<file path="config.mk">
export PLATFORM = sky130hd
export DESIGN_NAME = alm_sweep_engine
export DESIGN_NICKNAME = d
export VERILOG_FILES = /design/src/rtl/alm_sweep_engine.sv
export SDC_FILE = /design/constraint.sdc
export NUM_CORES = 1
export LEC_CHECK = 0
export ABC_AREA = 0
export CORE_UTILIZATION = 53
export DETAILED_ROUTE_END_ITERATION = 12
export PLACE_DENSITY = 0.77
export RECOVER_POWER = 25
export SKIP_LAST_GASP = 1
export SLEW_MARGIN = 20
export SYNTH_ARGS = -nofsm -noshare
export SYNTH_HDL_FRONTEND = slang
export SYNTH_SLANG_ARGS = --single-unit
</file>
<file path="constraint.sdc">
create_clock -name i_clk -period 8.55 [get_ports i_clk]
set_input_delay 2.565 -clock i_clk [delete_from_list [all_inputs] [get_ports i_clk]]
set_output_delay 2.565 -clock i_clk [all_outputs]
set_load 0.01 [all_outputs]
</file>
<file path="src/rtl/alm_sweep_engine.sv">
// Sweep engine for approximate-multiplier accuracy runs: issues every signed
// operand pair, tracks exact products in a FIFO and accumulates error stats.
module alm_sweep_engine #(
    parameter int DWIDTH     = 8,
    parameter int FIFO_DEPTH = 8
) (
    input  logic                  i_clk,
    input  logic                  i_rst,
    input  logic                  i_start,
    output logic                  o_req_valid,
    input  logic                  i_req_ready,
    output logic [DWIDTH-1:0]     o_a,
    output logic [DWIDTH-1:0]     o_b,
    input  logic                  i_rsp_valid,
    input  logic [2*DWIDTH-1:0]   i_rsp_z,
    output logic                  o_busy,
    output logic                  o_done,
    output logic [4*DWIDTH:0]     o_sum_ed,
    output logic [2*DWIDTH:0]     o_max_ed,
    output logic [2*DWIDTH:0]     o_nz_cnt,
    output logic [2*DWIDTH:0]     o_err_cnt,
    output logic                  o_proto_err
);

    localparam int PW = 2 * DWIDTH;
    localparam int AW = $clog2(FIFO_DEPTH);
    localparam logic [DWIDTH-1:0] OP_MIN = {1'b1, {(DWIDTH-1){1'b0}}};
    localparam logic [DWIDTH-1:0] OP_MAX = {1'b0, {(DWIDTH-1){1'b1}}};

    typedef enum logic [1:0] {
        IDLE,
        RUN,
        DRAIN,
        DONE
    } state_t;

    state_t state;
    state_t state_nxt;

    logic [DWIDTH-1:0] a;
    logic [DWIDTH-1:0] b;
    logic [PW-1:0]     mem [FIFO_DEPTH];
    logic [AW:0]       wr_ptr;
    logic [AW:0]       rd_ptr;
    logic [AW:0]       level;
    logic              full;
    logic              empty;
    logic              active;
    logic              start_ok;
    logic              push;
    logic              pop;
    logic              bad_rsp;
    logic              last;
    logic signed [PW-1:0] a_x;
    logic signed [PW-1:0] b_x;
    logic signed [PW-1:0] exact;
    logic [PW-1:0]     head;
    logic signed [PW:0] diff;
    logic [PW:0]       ed;

    assign level  = wr_ptr - rd_ptr;
    assign full   = level[AW];
    assign empty  = (level == '0);
    assign active = (state == RUN) || (state == DRAIN);

    assign start_ok    = i_start && ((state == IDLE) || (state == DONE));
    assign o_req_valid = (state == RUN) && !full;
    assign push        = o_req_valid && i_req_ready;
    assign last        = push && (a == OP_MAX) && (b == OP_MAX);

    assign a_x   = {{DWIDTH{a[DWIDTH-1]}}, a};
    assign b_x   = {{DWIDTH{b[DWIDTH-1]}}, b};
    assign exact = a_x * b_x;

    // An empty FIFO forwards the product being pushed, so zero-latency
    // responses pair with the request of the same cycle.
    assign head    = empty ? exact : mem[rd_ptr[AW-1:0]];
    assign pop     = i_rsp_valid && active && (!empty || push);
    assign bad_rsp = i_rsp_valid && !pop;

    assign diff = {head[PW-1], head} - {i_rsp_z[PW-1], i_rsp_z};
    assign ed   = diff[PW] ? (~diff + 1'b1) : diff;

    assign o_a    = a;
    assign o_b    = b;
    assign o_busy = active;
    assign o_done = (state == DONE);

    always_ff @(posedge i_clk) begin
        if (i_rst) begin
            state <= IDLE;
        end else begin
            state <= state_nxt;
        end
    end

    always_comb begin
        state_nxt = state;
        unique case (state)
            IDLE:    if (start_ok) state_nxt = RUN;
            RUN:     if (last) state_nxt = DRAIN;
            DRAIN:   if (empty) state_nxt = DONE;
            DONE:    if (start_ok) state_nxt = RUN;
            default: state_nxt = IDLE;
        endcase
    end

    always_ff @(posedge i_clk) begin
        if (push) begin
            mem[wr_ptr[AW-1:0]] <= exact;
        end
    end

    always_ff @(posedge i_clk) begin
        if (i_rst) begin
            a           <= '0;
            b           <= '0;
            wr_ptr      <= '0;
            rd_ptr      <= '0;
            o_sum_ed    <= '0;
            o_max_ed    <= '0;
            o_nz_cnt    <= '0;
            o_err_cnt   <= '0;
            o_proto_err <= 1'b0;
        end else begin
            if (bad_rsp) begin
                o_proto_err <= 1'b1;
            end
            if (start_ok) begin
                a         <= OP_MIN;
                b         <= OP_MIN;
                wr_ptr    <= '0;
                rd_ptr    <= '0;
                o_sum_ed  <= '0;
                o_max_ed  <= '0;
                o_nz_cnt  <= '0;
                o_err_cnt <= '0;
            end else begin
                if (push) begin
                    wr_ptr <= wr_ptr + 1'b1;
                    if (b == OP_MAX) begin
                        b <= OP_MIN;
                        a <= a + 1'b1;
                    end else begin
                        b <= b + 1'b1;
                    end
                end
                if (pop) begin
                    rd_ptr    <= rd_ptr + 1'b1;
                    o_sum_ed  <= o_sum_ed + {{PW{1'b0}}, ed};
                    o_nz_cnt  <= o_nz_cnt + {{PW{1'b0}}, (head != '0)};
                    o_err_cnt <= o_err_cnt + {{PW{1'b0}}, (ed != '0)};
                    if (ed > o_max_ed) begin
                        o_max_ed <= ed;
                    end
                end
            end
        end
    end

endmodule

</file>
==> metrics, run 1 <==
status=finished clean; P per Cell Area=between 300 and 400 mW/mm2; total nets after synthesis=~1600; critical path class=flop to flop; die span in x=between 150 and 200 um; Worst path most repeated cell=sky130_fd_sc_hd__fa_1; family of cells with the greatest summed delay on the critical path=adder cells; sum of negative setup slack=0 ps; number of max-slew violations in the final report=0; total CTS buffers=27; routed vias/inst=about 5.7; area growth from synthesis to layout=22.2%; cell total after placement=1872; count of boundary I/O pins=~130; #FFs+latches synth=about 240; antenna-violating nets left=0; final setup violation count=0; post-synthesis instance area=0.0146 mm2; cells after synthesis=~1400; Yosys top cell area share=26.3%; WHS=roughly 470 ps; sequential share of the synthesized area=41.9%; buffer cell driving the clock tree root=sky130_fd_sc_hd__clkbuf_16; GPL Wtd Cong=approximately 0.89; worst hold-check path type=flop to flop; Static Leak=a little under 7 nW; most common cell after layout, fill and taps aside=sky130_fd_sc_hd__nand2_1; post-synthesis area per instance=10.4 um2; highest net fanout along the worst path=8; startpoint of the most critical register-to-register path=o_a[2]$_SDFFE_PP0P_; biggest area consumer among synthesized cells=sky130_fd_sc_hd__edfxtp_1; number of core rows=60; vias post-DR=roughly 11000; maximum resistive drop on vdd=0.205 mV; number of antenna cells inserted=0; Hold Fails Final Rpt=0; crit path from=o_a[2]$_SDFFE_PP0P_; most used cells in the layout excluding fill and tap cells=132 x sky130_fd_sc_hd__nand2_1, 128 x sky130_fd_sc_hd__edfxtp_1, 126 x sky130_fd_sc_hd__nor2_1; starting utilization of the core area=between 50% and 60%; clock-pin slew reported for the worst setup and hold paths after clock tree synthesis=~60 ps; vias in the first global route=about 11000; global-route congestion overflow total=0; startpoint types=flop; capture point of the worst reg-to-reg path=o_sum_ed[30]$_SDFFE_PP0P_; fmax=approximately 120 MHz; commonest register cell after synthesis=sky130_fd_sc_hd__edfxtp_1; Critical path buffers and inverters=4; number of H-tree levels=1; fraction of layout cells with a size suffix above 1=approximately 14%; capturing element type of the critical path=flop; reg2reg setup slack=about 330 ps; maximum number of pins on one net before global-route repair=100; placed wire-length estimate=between 20000 and 25000 um; die outline height=168 um; overall track demand over capacity in global routing=roughly 24%; synth top area cells=sky130_fd_sc_hd__edfxtp_1 26%, sky130_fd_sc_hd__dfxtp_1 16%, sky130_fd_sc_hd__ha_1 8.1%; Post-synth ARST share=0%; share of the clock period used by the worst path after layout=between 90% and 100%; core outline area=between 0.02 and 0.03 mm2; final worst setup slack=between 300 and 400 ps; first-pass iteration count of the detailed router=5; slew of the pin with the lowest slew margin=around 1300 ps; Nets=1742; DRT Wirelength=about 34000 um; source-to-sink clock delay at the later pin of the worst-skew pair=~530 ps; Syn. warnings=0; overall power=between 5 and 6 mW; wire per inst=about 18 um; DRC violation count after routing=0; depth of the critical timing path with buffers and inverters included=32; number of buffers between clock root and the deepest sink=3; number of max-cap violations=0; clock skew after layout=between 10 and 15 ps; number of standard cells in the final layout excluding fillers=between 1500 and 2000; Slew HR=13.6%; global-route wire length before repair=between 50000 and 60000 um; Die Footprint=roughly 0.028 mm2; number of buffers inserted by hold repair at cts=0; signal arrival time at the worst endpoint=about 8600 ps; worst setup slack after placement=-189 ps; critical path's largest stage delay=~540 ps; violation count after the first detailed-routing iteration=between 700 and 800; unique cell type count in the Yosys netlist=63; cell depth of the worst flop-to-flop path=32; TritonCTS clock tree=built; shortest clock period the worst path allows after layout=8220 ps; clk sink count=approximately 240; CP endpoint=o_sum_ed[30]$_SDFFE_PP0P_; number of enable-type register cells in the synthesized netlist=~130; initial antenna violation count=0; required time at the endpoint of the critical path=8920 ps; count of buffers inserted at the top-level ports=around 120; cell with the largest stage delay on the worst path=sky130_fd_sc_hd__fa_1
layer usage:
| metal | global-route usage [%] | vias to the layer above | routed length (um) |
|---|---|---|---|
| met4 | 9.29 | 0 | 1280 |
| met5 | 0 | - | 0 |
| met1 | 29.3 | 5356 | 13900 |
| li1 | - | 5217 | - |
| met2 | 43.8 | 273 | 17400 |
| met3 | 2.89 | 91 | 1330 |
state kept, by name, indices dropped and copies added (netlist names), named ones only:
name / flops
mem: 128
o_a: 8
o_b: 8
o_err_cnt: 17
o_max_ed: 17
o_nz_cnt: 17
o_proto_err: 1
o_sum_ed: 33
rd_ptr: 4
state: 2
wr_ptr: 4
report_power, final:
| part | internal [mW] | switching [mW] | total, mW |
|---|---|---|---|
| registers | 1.30 | 0.0344 | 1.33 |
| logic | 1.28 | 1.72 | 3.00 |
| clock network | 0.684 | 0.460 | 1.14 |
| total | 3.27 | 2.21 | 5.48 |
repair_timing:
item	4_1_cts	5_1_grt
endpoints found under the setup margin	37	59
buffers inserted	0	9
resized for setup	13	66
pin swaps	0	14
hold endpoints to repair	0	0
tightest hold or removal path, delay by kind of cell (launching register included):
kind	cells	cell delay (ps)
flops	1	320
compound gates	1	40
simple gates	1	70
synth_stat cells (4+ instances only):
cell and number:
sky130_fd_sc_hd__a31oi_1 15, sky130_fd_sc_hd__nand3_1 41, sky130_fd_sc_hd__o21ai_0 38, sky130_fd_sc_hd__a21oi_1 68
sky130_fd_sc_hd__nand2b_1 19, sky130_fd_sc_hd__or4_1 4, sky130_fd_sc_hd__xnor2_1 58, sky130_fd_sc_hd__or3_1 21
sky130_fd_sc_hd__nor2b_1 10, sky130_fd_sc_hd__a211oi_1 6, sky130_fd_sc_hd__mux4_2 32, sky130_fd_sc_hd__inv_1 125
sky130_fd_sc_hd__fa_1 57, sky130_fd_sc_hd__nor3_1 19, sky130_fd_sc_hd__and4_1 4, sky130_fd_sc_hd__o31ai_1 4
sky130_fd_sc_hd__edfxtp_1 128, sky130_fd_sc_hd__nand4_1 14, sky130_fd_sc_hd__mux2i_1 27, sky130_fd_sc_hd__nor2_1 128
sky130_fd_sc_hd__xor2_1 49, sky130_fd_sc_hd__o21a_1 8, sky130_fd_sc_hd__dfxtp_1 114, sky130_fd_sc_hd__clkbuf_1 44
sky130_fd_sc_hd__and3_1 16, sky130_fd_sc_hd__or2_2 5, sky130_fd_sc_hd__a21o_1 21, sky130_fd_sc_hd__ha_1 95
sky130_fd_sc_hd__buf_2 8, sky130_fd_sc_hd__mux2_2 4, sky130_fd_sc_hd__and2_1 33, sky130_fd_sc_hd__nor4_1 6
sky130_fd_sc_hd__nand2_1 135
cell type report:
type / count / area, um2
multi-input combinational: 986 / 8220
clock inverter: 12 / 123
timing repair buffer: 187 / 1710
inverter: 125 / 469
sequential: 242 / 6140
clock buffer: 36 / 759
tap: 341 / 427
fill: 2009 / 9180
how the worst min path moves through the flow:
stage / cells after the start / startpoint / slack, ps / to
final: 2 / o_proto_err$_SDFFE_PP0P_ / 470 / o_proto_err$_SDFFE_PP0P_
after CTS: 2 / o_proto_err$_SDFFE_PP0P_ / 480 / o_proto_err$_SDFFE_PP0P_
after detailed placement: 2 / o_proto_err$_SDFFE_PP0P_ / 460 / o_proto_err$_SDFFE_PP0P_
after global routing: 2 / o_sum_ed[8]$_SDFFE_PP0P_ / 500 / o_sum_ed[8]$_SDFFE_PP0P_
after floorplan: 2 / rd_ptr[1]$_SDFFE_PP0P_ / 480 / flop
after global placement: 2 / o_proto_err$_SDFFE_PP0P_ / 450 / o_proto_err$_SDFFE_PP0P_
per-stage QoR:
| step | cell area, um2 | util [%] |
|---|---|---|
| floorplan | 14600 | - |
| global placement | 16600 | 61.3 |
| detailed placement | 16600 | 61.3 |
| CTS | 17500 | 64.8 |
| global route | 17800 | 66.0 |
| finish | 17800 | 66.0 |
cells by family after synthesis:
family / count (synthesis) / share of synthesized area [%]
flops: 242 / 41.9
fa+ha+maj: 152 / 15.9
xor+xnor: 107 / 6.42
simple gates: 470 / 15.5
compound gates: 194 / 8.38
buf+inv: 179 / 4.72
mux: 63 / 7.09
Note: power is estimated with default switching activity, not from simulation.
==> run 2, diff against run 1 <==
--- a/config.mk
+++ b/config.mk
@@ -8,4 +8,5 @@
 export ABC_AREA = 0
 export CORE_UTILIZATION = 53
+export CTS_BUF_LIST = sky130_fd_sc_hd__clkbuf_8 sky130_fd_sc_hd__clkbuf_16
 export DETAILED_ROUTE_END_ITERATION = 12
 export PLACE_DENSITY = 0.77
==> constraint.sdc (replaced) <==
create_clock -name i_clk -period 8.55 [get_ports i_clk]
set_input_delay 2.565 -clock i_clk [delete_from_list [all_inputs] [get_ports i_clk]]
set_output_delay 2.565 -clock i_clk [all_outputs]
set_load 0.05 [all_outputs]
==> run 2 against run 1 <==
Effect of this change: combinational power up 5%; clock skew is 23 ps higher; non-clock buffer count shrank 7; count of clock-buffer cells in the layout decreased by 10; critical endpoint is now o_sum_ed[32]$_SDFFE_PP0P_; critical path type unchanged; highest routed layer unchanged.
==> metrics, run 2 (synthesis gave the netlist of run 1 again) <==
status=finished clean; maximum number of pins on one net before global-route repair=105 (+5.0%); antenna-violating nets left=0 (unchanged); clk sink count=242 (unchanged); cell with the largest stage delay on the worst path=sky130_fd_sc_hd__fa_1; Static Leak=6.66 nW (-1.7%); core outline area=0.0270 mm2 (unchanged); area used by multi-input combinational logic=0.00817 mm2 (-0.64%); signal arrival time at the worst endpoint=8690 ps (+100 ps); count of boundary I/O pins=125 (unchanged); DRC violation count after routing=0 (unchanged); area growth from synthesis to layout=21.1%; Slew HR=20.7% (+7.1 points); die outline height=168 um (unchanged); clock-pin slew reported for the worst setup and hold paths after clock tree synthesis=60 ps (about the same); critical path class=flop to flop; routed vias/inst=5.66 (-0.17%); vias post-DR=10900 (-0.53%); DRT Wirelength=34900 um (+2.9%); vias in the first global route=10900 (+0.83%); TritonCTS clock tree=built; fmax=121 MHz (-0.19%); global-route wire length before repair=55600 um (+2.4%); source-to-sink clock delay at the later pin of the worst-skew pair=550 ps (+20 ps); final setup violation count=0 (unchanged); fraction of layout cells with a size suffix above 1=13.5% (-0.89 points); total CTS buffers=26 (-3.7%); number of core rows=60 (unchanged); required time at the endpoint of the critical path=9000 ps (+80 ps); most used cells in the layout excluding fill and tap cells=134 x sky130_fd_sc_hd__nand2_1, 128 x sky130_fd_sc_hd__inv_1, 128 x sky130_fd_sc_hd__edfxtp_1; number of buffers between clock root and the deepest sink=3 (unchanged); worst hold-check path type=flop to flop; slew of the pin with the lowest slew margin=1190 ps (-106 ps); wire per inst=18.2 um (+3.3%); violation count after the first detailed-routing iteration=835 (+18%); Die Footprint=0.0282 mm2 (unchanged); fraction of the core area covered by cells at the end of the flow=65.5% (-0.58 points); register cell area after layout=0.00616 mm2 (+0.20%); Nets=1734 (-0.46%); first-pass iteration count of the detailed router=5 (unchanged); highest net fanout along the worst path=11 (+3); number of buffers inserted by hold repair at cts=0 (unchanged); P per Cell Area=312 mW/mm2 (+1.8%); Hold Fails Final Rpt=0 (unchanged); die span in x=168 um (unchanged); shortest clock period the worst path allows after layout=8240 ps (+15.4 ps); clock skew after layout=37.7 ps (+23.0 ps); maximum resistive drop on vdd=0.206 mV (+0.65%); most common cell after layout, fill and taps aside=sky130_fd_sc_hd__nand2_1; critical path's largest stage delay=560 ps (+20 ps); number of H-tree levels=1 (unchanged); global-route congestion overflow total=0 (unchanged); share of the clock period used by the worst path after layout=96.3% (+0.18 points); GPL Wtd Cong=0.883 (-1.4%); capturing element type of the critical path=flop; overall track demand over capacity in global routing=24.9% (+0.71 points); number of antenna cells inserted=0 (unchanged); count of buffers inserted at the top-level ports=124 (unchanged); filler cell count in the final layout=2025 (+0.80%); sum of negative setup slack=0 ps (unchanged); startpoint types=flop; placed wire-length estimate=24300 um (+0.49%); overall power=5.53 mW (+0.92%); buffer cell driving the clock tree root=sky130_fd_sc_hd__clkbuf_16; max reg flops=128 (unchanged); number of max-slew violations in the final report=0 (unchanged); number of max-cap violations=0 (unchanged); initial antenna violation count=0 (unchanged); starting utilization of the core area=54.0% (unchanged)
run 2: report_power, final:
part,internal (mW),leakage (nW),switching (mW)
sequential,1.30,2.16,0.0362
clock,0.586,0.403,0.458
combinational,1.33,4.10,1.82
total,3.21,6.66,2.32
run 2: area by class of cell:
type	count	area share (%)
tap	341	2.41
sequential	242	34.8
clock inverter	22	0.806
timing repair buffer	180	9.49
clock buffer	26	3.68
inverter	125	2.65
multi-input combinational	986	46.2
run 2: timing repair:
| item | in CTS | in global routing |
|---|---|---|
| resized for setup | 14 | 47 |
| hold endpoints to repair | 0 | 0 |
| setup buffers | 0 | 12 |
| setup endpoints to repair | 48 | 59 |
| pin swaps | 1 | 12 |
run 2: path summary, 6_finish.rpt:
check | startpoint | endpoint | slack (ps) | depth (start not counted)
min | o_nz_cnt[0]$_SDFFE_PP0P_ | o_nz_cnt[0]$_SDFFE_PP0P_ | 480 | 2
min reg2reg | o_nz_cnt[0]$_SDFFE_PP0P_ | o_nz_cnt[0]$_SDFFE_PP0P_ | 480 | 2
max | o_a[2]$_SDFFE_PP0P_ | o_sum_ed[32]$_SDFFE_PP0P_ | 310 | 37
max reg2reg | o_a[2]$_SDFFE_PP0P_ | o_sum_ed[32]$_SDFFE_PP0P_ | 310 | 37
run 2: layer usage:
metal	global-route usage, %	part of all wire, %
met5	0	0
met4	9.69	3.4
met3	3.39	4.8
met2	44.1	51
met1	30.7	41
run 2: worst max-delay path: cells and delay by family, from the launching register on:
| family | cells | cell delay (ps) |
|---|---|---|
| muxes | 1 | 280 |
| buffers and inverters | 5 | 500 |
| and+or+nand+nor | 11 | 1960 |
| adders and majority gates | 7 | 2860 |
| AOI/OAI and AO/OA | 12 | 1840 |
| DFF | 1 | 410 |
| xor gates and xnor gates | 1 | 320 |
run 2: per-stage QoR:
stage	cell area [um2]	worst slack (ps)	hold WS (ps)	cells
floorplan	14600	2.75	480	1407
finish	17700	312	478	1922
detailed placement	16500	-354	471	1861
global route	17700	-131	499	1922
CTS	17400	-0.274	477	1909
global placement	16500	-14.7	454	1861
